$ cat src/rtl/cordic_job_arbiter.sv
// cordic_job_arbiter: round-robin sharing of one CORDIC calculator among NUM_REQ requesters.
// Define CORDIC_ARB_TIMEOUT_EN to add a BUSY watchdog of TIMEOUT_CYCLES cycles.
module cordic_job_arbiter #(
    parameter int NUM_REQ        = 4,
    parameter int ID_W           = 2,
    parameter int TIMEOUT_CYCLES = 64
) (
    input  logic                   clk,
    input  logic                   rst,
    input  logic [NUM_REQ-1:0]     req_valid,
    output logic [NUM_REQ-1:0]     req_ready,
    input  logic [4*NUM_REQ-1:0]   req_op,
    input  logic [32*NUM_REQ-1:0]  req_x,
    input  logic [32*NUM_REQ-1:0]  req_y,
    input  logic [32*NUM_REQ-1:0]  req_z,
    output logic                   rsp_valid,
    input  logic                   rsp_ready,
    output logic [ID_W-1:0]        rsp_id,
    output logic [31:0]            rsp_result,
    output logic                   rsp_err,
    output logic                   cordic_en,
    output logic [3:0]             cordic_op,
    output logic [31:0]            cordic_x,
    output logic [31:0]            cordic_y,
    output logic [31:0]            cordic_z,
    input  logic [31:0]            cordic_result,
    input  logic                   cordic_done,
    output logic                   busy
);
    typedef enum logic [1:0] {IDLE, BUSY, RESP} state_t;

    if (NUM_REQ < 2 || NUM_REQ > 8 || (1 << ID_W) < NUM_REQ || TIMEOUT_CYCLES < 1) begin : g_bad_param
        $error("cordic_job_arbiter: illegal parameter combination");
    end

    state_t          state_q, state_d;
    logic [ID_W-1:0] rr_q, rr_d, id_q, id_d, gnt_id, hi_id, lo_id;
    logic [3:0]      op_q, op_d, op_sel;
    logic [31:0]     x_q, x_d, y_q, y_d, z_q, z_d, res_q, res_d, x_sel, y_sel, z_sel;
    logic            err_q, err_d, gnt_any, hi_any, lo_any;
`ifdef CORDIC_ARB_TIMEOUT_EN
    logic [15:0]     cnt_q, cnt_d;
`endif

    // Requesters at or above the pointer beat those below it; lowest index wins within each half.
    always_comb begin
        hi_id  = '0;
        lo_id  = '0;
        hi_any = 1'b0;
        lo_any = 1'b0;
        for (int i = NUM_REQ - 1; i >= 0; i--) begin
            if (req_valid[i] && ID_W'(i) >= rr_q) begin
                hi_id  = ID_W'(i);
                hi_any = 1'b1;
            end else if (req_valid[i]) begin
                lo_id  = ID_W'(i);
                lo_any = 1'b1;
            end
        end
        gnt_any = hi_any | lo_any;
        gnt_id  = hi_any ? hi_id : lo_id;
    end

    always_comb begin
        op_sel    = '0;
        x_sel     = '0;
        y_sel     = '0;
        z_sel     = '0;
        req_ready = '0;
        for (int i = 0; i < NUM_REQ; i++) begin
            if (gnt_id == ID_W'(i)) begin
                op_sel = req_op[4*i +: 4];
                x_sel  = req_x[32*i +: 32];
                y_sel  = req_y[32*i +: 32];
                z_sel  = req_z[32*i +: 32];
            end
            req_ready[i] = state_q == IDLE && !rst && gnt_any && gnt_id == ID_W'(i);
        end
    end

    always_comb begin
        state_d = state_q;
        rr_d    = rr_q;
        id_d    = id_q;
        op_d    = op_q;
        x_d     = x_q;
        y_d     = y_q;
        z_d     = z_q;
        res_d   = res_q;
        err_d   = err_q;
`ifdef CORDIC_ARB_TIMEOUT_EN
        cnt_d   = state_q == BUSY ? cnt_q + 16'd1 : 16'd0;
`endif
        if (state_q == IDLE && gnt_any) begin
            id_d    = gnt_id;
            op_d    = op_sel;
            x_d     = x_sel;
            y_d     = y_sel;
            z_d     = z_sel;
            res_d   = '0;
            err_d   = op_sel > 4'd9;
            state_d = op_sel > 4'd9 ? RESP : BUSY;
        end else if (state_q == BUSY && cordic_done) begin
            res_d   = cordic_result;
            err_d   = 1'b0;
            state_d = RESP;
`ifdef CORDIC_ARB_TIMEOUT_EN
        end else if (state_q == BUSY && cnt_q == 16'(TIMEOUT_CYCLES - 1)) begin
            res_d   = '0;
            err_d   = 1'b1;
            state_d = RESP;
`endif
        end else if (state_q == RESP && rsp_ready) begin
            rr_d    = ID_W'((int'(id_q) + 1) % NUM_REQ);
            state_d = IDLE;
        end
    end

    always_ff @(posedge clk) begin
        if (rst) begin
            state_q <= IDLE;
            rr_q    <= '0;
            id_q    <= '0;
            op_q    <= '0;
            x_q     <= '0;
            y_q     <= '0;
            z_q     <= '0;
            res_q   <= '0;
            err_q   <= 1'b0;
        end else begin
            state_q <= state_d;
            rr_q    <= rr_d;
            id_q    <= id_d;
            op_q    <= op_d;
            x_q     <= x_d;
            y_q     <= y_d;
            z_q     <= z_d;
            res_q   <= res_d;
            err_q   <= err_d;
        end
    end

`ifdef CORDIC_ARB_TIMEOUT_EN
    always_ff @(posedge clk) begin
        cnt_q <= rst ? 16'd0 : cnt_d;
    end
`endif

    assign busy       = state_q != IDLE;
    assign cordic_en  = state_q == BUSY;
    assign cordic_op  = cordic_en ? op_q : '0;
    assign cordic_x   = cordic_en ? x_q : '0;
    assign cordic_y   = cordic_en ? y_q : '0;
    assign cordic_z   = cordic_en ? z_q : '0;
    assign rsp_valid  = state_q == RESP;
    assign rsp_id     = id_q;
    assign rsp_result = res_q;
    assign rsp_err    = err_q;
endmodule

$ cat config.mk
export PLATFORM = sky130hd
export DESIGN_NAME = cordic_job_arbiter
export DESIGN_NICKNAME = d
export VERILOG_FILES = /design/src/rtl/cordic_job_arbiter.sv
export SDC_FILE = /design/constraint.sdc
export NUM_CORES = 1
export LEC_CHECK = 0
export BUFFER_PORTS_ARGS = -buffer_cell sky130_fd_sc_hd__buf_2
export CAP_MARGIN = 5
export CORE_AREA = 5 5 221 223
export DETAILED_ROUTE_END_ITERATION = 8
export DIE_AREA = 0 0 226 228
export HOLD_SLACK_MARGIN = 0.1
export SLEW_MARGIN = 15
export SYNTH_ARGS = -nofsm -noshare
export SYNTH_HDL_FRONTEND = slang
export SYNTH_SLANG_ARGS = --single-unit
$ cat constraint.sdc
create_clock -name clk -period 3.78 [get_ports clk]
set_input_delay 0.756 -clock clk [delete_from_list [all_inputs] [get_ports clk]]
set_output_delay 0.756 -clock clk [all_outputs]
set_load 0.01 [all_outputs]
==> results.yml, run 1 <==
route:
  drt_pass1_iterations: 5
  drt_wl_total_um: 40850
  routed_len_inst_um: 18.59
  drtAntennaViolNets: 0
  drt-vias-per-instance: 4.585
  met1_wirelength_um: 15460
  route.met2.wl_um: 20000
  dr_total_vias: 10070
  detail_route.iter0.violations: 457
  wl_met3_um: 3598
  highest_signal_layer: "met4"
  drc: 0
cells_and_area:
  area_occupied_by_multi_input_gates_um2: 4805
  layout-drive-gt1-share_pct: 45.10
  seqCellArea_um2: 2783
  synthToLayoutAreaGrowth_pct: 51.32
  n_fill_cell: 5104
  num-nets-final: 2010
clock_network:
  cts_hold_buffers: 0
  cts_htree_levels: 4
  max-clock-path-buffers: 2
  postCtsSetupBuffers: 0
  inserted_clock_buffers: 17
  clk_transition_reported_paths_ps: 70
  clock_insertion_delay_worst_skew_ps: 460
  post_cts.resized_instances: 0
  cts.sinks: 139
  cts-root-buf: "clkbuf_16"
  cts_tree: "yes"
status:
  result_of_the_run: "finished clean"
worst_setup_path:
  critical_path.max_stage_delay_ps: 650
  crit_start: "rr_q[1]"
  capturing_element_type_of_the_critical_path: "primary output"
  rr_endpoint: "y_q[23]"
  timing.reg2reg.setup_slack_ps: 880
  crit_chain: "inv_1 > or4b_1 > and2_4 > nor3_1 > buf_2"
  timing.critical_path.from_type: "register"
  reg2reg_from: "rr_q[1]"
  rr_worst_depth: 7
  required_arrival_time_at_the_worst_endpoint_ps: 3020
  worst-path-max-fanout: 34
  worstSetupPathType: "register to primary output"
  cp_data_arrival_time_ps: 2690
  master_of_the_slowest_instance_on_the_critical_path: "or4b_1"
pwr:
  power.share.combinational_pct: 43.8
  switching_share_pct: 40.24
  report.power.total_uw: 7201
  cellPowerDensity_nw_per_um2: 590.6
  pwr-share-seq_pct: 31.4
  p_int_uw: 4303
  leakagePower_uw: 0.005748
  clock_power_share_pct: 24.9
  worst_ir_drop_vdd_mv: 0.2939
  p_sw_uw: 2898
grt:
  grt_antenna_before_repair: 7
  grt_max_degree: 63
  grt_use_total_pct: 14.94
  grt_pass1_wl_um: 59260
  grt_pass1_vias: 10320
  globalRoute.totalOverflow: 0
floorplanning:
  num_rows: 79
  top_level_ports: 582
  die_height_um: 228
  core-area_um2: 46360
  chipWidth_um: 226
  initial_utilization_pct: 17.38
  area_enclosed_by_the_die_boundary_um2: 51530
placement:
  hpwl_dp_um: 32580
  place.gp.congestion: 0.9146
  portBuffers: 581
timing:
  setup-tns-final_ps: 0
  tightest_slew_ps: 725.8
  grt_setup_unrepaired: "no"
  max_freq_mhz: 290.4
  hold_violations: 0
  max_slew_margin_pct: 51.61
  drv_slew: 0
  post-route-period-util_pct: 91.09
  final_period_minus_worst_setup_slack_ps: 3443
  finClkSkew_ps: 7.664
  setup_viol_count_final: 0
worst_hold_path:
  hold_end: "y_q[19]"
  worst_hold_path.num_cells: 2
  hold_start: "y_q[19]"
  hold_path_class: "register to register"
flow_run:
  drv.max_cap_violation_count: 0
logic_synthesis:
  synth_cell_types: 43
  synthesized_nets: 1480
  syn_inst: 1040
  synth_warn: 0
  synth_async_sr_flop_share_pct: 0
  synth_seq_cells: 139
  count_of_flip_flops_with_a_built_in_enable_after_synthesis: 0
  synth.cell_area_um2: 8058
  dominantRegCellSynth: "dfxtp_1"
  post_synth.cell_area_avg_um2: 7.748
  synth-seq-area-share_pct: 34.53
sequential cells by signal, indices dropped and copies added, names as in the netlist, 2 cells and up:
| signal | cells |
|---|---|
| y_q | 32 |
| state_q | 2 |
| rr_q | 2 |
| op_q | 4 |
| z_q | 32 |
| x_q | 32 |
| rsp_result | 32 |
| rsp_id | 2 |
synth_stat cells, types with 2 or more instances:
cell type	n	area (µm²)
o2111ai_1	4	35.03
or4b_1	2	20.02
nand2_1	273	1025
nor2b_1	6	37.54
o21ai_1	34	170.2
buf_12	4	80.08
o221ai_2	30	450.4
a21oi_1	36	180.2
a22oi_1	62	465.5
nor2_1	13	48.80
a211oi_1	2	15.01
and3_1	67	419.2
clkbuf_1	65	244.0
and2_1	104	650.6
nand4_1	8	50.05
nor3_1	4	20.02
inv_1	5	18.77
a32o_1	2	20.02
buf_2	15	75.07
o221ai_1	38	332.8
dfxtp_1	139	2783
buf_4	12	90.09
buf_1	2	7.510
o21ai_0	65	325.3
mux2_2	30	337.8
metal layers:
metal | up-vias | track usage [%]
met4 | 0 | 8.303
met2 | 548 | 25.98
met3 | 79 | 4.136
met1 | 4695 | 16.29
li1 | 4751 | -
met5 | - | 0
stage by stage:
stage | util [%] | hold slack [ps] | worst slack, ps | area, µm² | instances
2_1_floorplan | - | 416.7 | 817.2 | 8058 | 1040
3_3_place_gp | 24.95 | 428.6 | 473.3 | 11560 | 2158
3_5_place_dp | 24.95 | 434.3 | 470.1 | 11560 | 2158
4_1_cts | 26.26 | 443.4 | 295.3 | 12170 | 2190
5_1_grt | 26.30 | 468.1 | 237.2 | 12190 | 2196
6_report | 26.30 | 440.4 | 336.7 | 12190 | 2197
worst max-delay path by stage:
| stage | endpoint | slack (ps) | cells after the start |
|---|---|---|---|
| finish | req_ready[1] | 340 | 5 |
| global route | req_ready[1] | 240 | 5 |
| CTS | req_ready[1] | 300 | 5 |
| detailed placement | state_q[0] | 470 | 8 |
| global placement | state_q[0] | 470 | 8 |
| floorplan | req_ready[1] | 820 | 7 |
cells by family (layout without fill, tap and decap cells):
group / Yosys count / count (layout) / synth area share (%)
and+or+nand+nor: 487 / 487 / 29.13
AOI/OAI and AO/OA: 278 / 278 / 25.37
DFF: 139 / 139 / 34.53
buffers and inverters: 104 / 647 / 6.537
muxes: 31 / 31 / 4.317
xor gates and xnor gates: 1 / 1 / 0.1087
other: 0 / 7 / 0
final cells by class:
type	count	share of cell area (%)
multi-input combinational	797	39.40
clock buffer	19	3.633
sequential	139	22.82
timing repair buffer	610	26.25
antenna	7	0.1437
inverter	5	0.1539
tap	607	6.229
clock inverter	13	1.365
worst max-delay path: cells and delay by family (launching register included):
kind / cells / cell delay, ps
buf+inv: 2 / 460
flops: 1 / 550
simple gates: 3 / 1210
power groups by stage:
| stage | Combinational, µW | Sequential [µW] | Clock [µW] |
|---|---|---|---|
| finish | 3150 | 2260 | 1790 |
| global route | 3470 | 2310 | 1910 |
| CTS | 3200 | 2250 | 1880 |
| detailed placement | 3190 | 2280 | 0 |
| global placement | 3150 | 2250 | 0 |
| floorplan | 1970 | 2190 | 0 |
placed cells by master, fill, tap and decap left out, types with 2 or more instances in the layout:
cell type / Yosys / final
diode_2: 0 / 7
nor3_1: 4 / 3
o21ai_1: 34 / 34
nand2_1: 273 / 272
mux2_2: 30 / 30
nor2_1: 13 / 11
and3_1: 67 / 67
dfxtp_1: 139 / 139
a32o_1: 2 / 2
and2_1: 104 / 102
o21ai_0: 65 / 65
nor2b_1: 6 / 5
o221ai_2: 30 / 30
o2111ai_1: 4 / 4
clkinv_4: 0 / 2
a21oi_1: 36 / 36
clkinv_2: 0 / 2
a22oi_1: 62 / 62
buf_4: 12 / 23
bufinv_16: 0 / 3
nand4_1: 8 / 8
buf_12: 4 / 6
a211oi_1: 2 / 2
o221ai_1: 38 / 37
clkbuf_16: 0 / 17
inv_1: 5 / 5
buf_2: 15 / 581
nand2_4: 1 / 3
or4b_1: 2 / 2
clkinvlp_4: 0 / 3
inv_6: 0 / 3
Power figures use the tool's default switching activity.
==> run 2, diff against run 1 <==
==> constraint.sdc (replaced) <==
create_clock -name clk -period 4.2 [get_ports clk]
set_input_delay 0.84 -clock clk [delete_from_list [all_inputs] [get_ports clk]]
set_output_delay 0.84 -clock clk [all_outputs]
set_load 0.01 [all_outputs]
==> run 2 against run 1 <==
Compared with the run above:
- combinational power shrank 13%
- critical path depth stayed put
- sequential power fell by 10%
- sequential share of layout area up 0.30 points
- register-to-register slack better by 320 ps
- flip-flop and latch count stayed put
- critical endpoint unchanged
==> results.yml, run 2 (synthesis results as in run 1) <==
status:
  result_of_the_run: "finished clean"
timing:
  tightest_slew_ps: 1069
  setup_viol_count_final: 0
  drv_slew: 0
  post-route-period-util_pct: 82.35
  hold_violations: 0
  final_period_minus_worst_setup_slack_ps: 3459
  setup-tns-final_ps: 0
  finClkSkew_ps: 8.115
  grt_setup_unrepaired: "no"
  setup_slack_of_the_critical_path_after_layout_ps: 741.5
  max_freq_mhz: 289.1
  max_slew_margin_pct: 28.73
clock_network:
  inserted_clock_buffers: 17
  cts_htree_levels: 4
  clk_transition_reported_paths_ps: 60
  postCtsSetupBuffers: 0
  cts_hold_buffers: 0
  clock_insertion_delay_worst_skew_ps: 460
  cts_tree: "yes"
  post_cts.resized_instances: 0
  cts.sinks: 139
  cts-root-buf: "clkbuf_16"
  max-clock-path-buffers: 2
placement:
  place.gp.congestion: 0.9383
  hpwl_dp_um: 31980
  pre_cts_slack_ps: 744.7
  placedCellCount: 2147
  portBuffers: 581
worst_setup_path:
  required_arrival_time_at_the_worst_endpoint_ps: 3360
  cp_data_arrival_time_ps: 2620
  timing.critical_path.from_type: "register"
  worstSetupPathType: "register to primary output"
  worst-path-max-fanout: 34
  capturing_element_type_of_the_critical_path: "primary output"
pwr:
  worst_ir_drop_vdd_mv: 0.2364
  p_int_uw: 3763
  p_sw_uw: 2562
  clock_power_share_pct: 24.6
  switching_share_pct: 40.51
  power.share.combinational_pct: 43.2
  cellPowerDensity_nw_per_um2: 525.6
  pwr-share-seq_pct: 32.2
  leakagePower_uw: 0.005674
floorplanning:
  core-area_um2: 46360
  die_height_um: 228
  initial_utilization_pct: 17.38
  chipWidth_um: 226
  area_enclosed_by_the_die_boundary_um2: 51530
  top_level_ports: 582
  num_rows: 79
route:
  drc: 0
  drtAntennaViolNets: 0
  detail_route.iter0.violations: 530
  drt_wl_total_um: 40700
  drt-vias-per-instance: 4.614
  routed_len_inst_um: 18.64
  dr_total_vias: 10070
  drt_pass1_iterations: 4
cells_and_area:
  layout.cells.most_common: "buf_2"
  mostFrequentLayoutCells: "581 x buf_2, 272 x nand2_1, 139 x dfxtp_1, 103 x and2_1, 67 x and3_1"
  synthToLayoutAreaGrowth_pct: 49.33
  num-nets-final: 1999
  fin_cells: 2183
  layout-drive-gt1-share_pct: 44.53
grt:
  globalRoute.totalOverflow: 0
  grt_use_total_pct: 14.93
  grt_antenna_before_repair: 9
  grt_pass1_vias: 10220
  grt_max_degree: 102
  grt_pass1_wl_um: 59480
worst_hold_path:
  hold_path_class: "register to register"
flow_run:
  drv.max_cap_violation_count: 0
==> run 2: worst paths after layout <==
path | start | end | depth (start not counted) | slack, ps
setup / recovery | rr_q[1] | req_ready[1] | 5 | 740
hold / removal | y_q[19] | y_q[19] | 2 | 440
setup reg to reg | rr_q[1] | y_q[13] | 8 | 1200
hold reg to reg | y_q[19] | y_q[19] | 2 | 440
==> run 2: area by class of cell <==
class                           instances  area (µm²)
Inverter                                5       18.77
Timing Repair Buffer                  599        3068
Sequential cell                       139        2783
Clock buffer                           23       478.0
Multi-Input combinational cell        797        4803
Fill cell                            5128       34330
Tap cell                              607       759.5
Antenna cell                            4       10.01
Clock inverter                          9       112.6
==> run 2: per-layer routing <==
layer | vias up | GRT usage (%) | routed length (µm)
met5 | - | 0 | 13
met4 | 2 | 6.639 | 1562
met3 | 81 | 4.187 | 3319
met2 | 531 | 26.61 | 20260
met1 | 4742 | 16.39 | 15540
li1 | 4716 | - | -
==> run 2: worst max-delay path: stages, from the launching register on <==
cell and delay [ps]:
dfxtp_1 550, inv_1 250, or4b_1 640, and2_4 340
nor3_1 210, buf_2 170
==> run 2: power groups by stage <==
stage | clock network, µW | logic, µW | registers (µW)
floorplan | 0 | 1770 | 1970
global placement | 0 | 2740 | 2030
detailed placement | 0 | 2770 | 2050
CTS | 1620 | 2770 | 2030
global route | 1660 | 3010 | 2080
finish | 1560 | 2730 | 2030
==> run 2: stage by stage <==
stage | total power [µW] | area, µm² | hold slack [ps] | utilization, %
final | 6325 | 12030 | 442.9 | 25.96
after global routing | 6761 | 12030 | 457.0 | 25.96
after CTS | 6424 | 12020 | 444.6 | 25.93
after detailed placement | 4819 | 11430 | 436.0 | 24.66
after global placement | 4771 | 11430 | 427.3 | 24.66
after floorplan | 3743 | 8058 | 416.7 | -
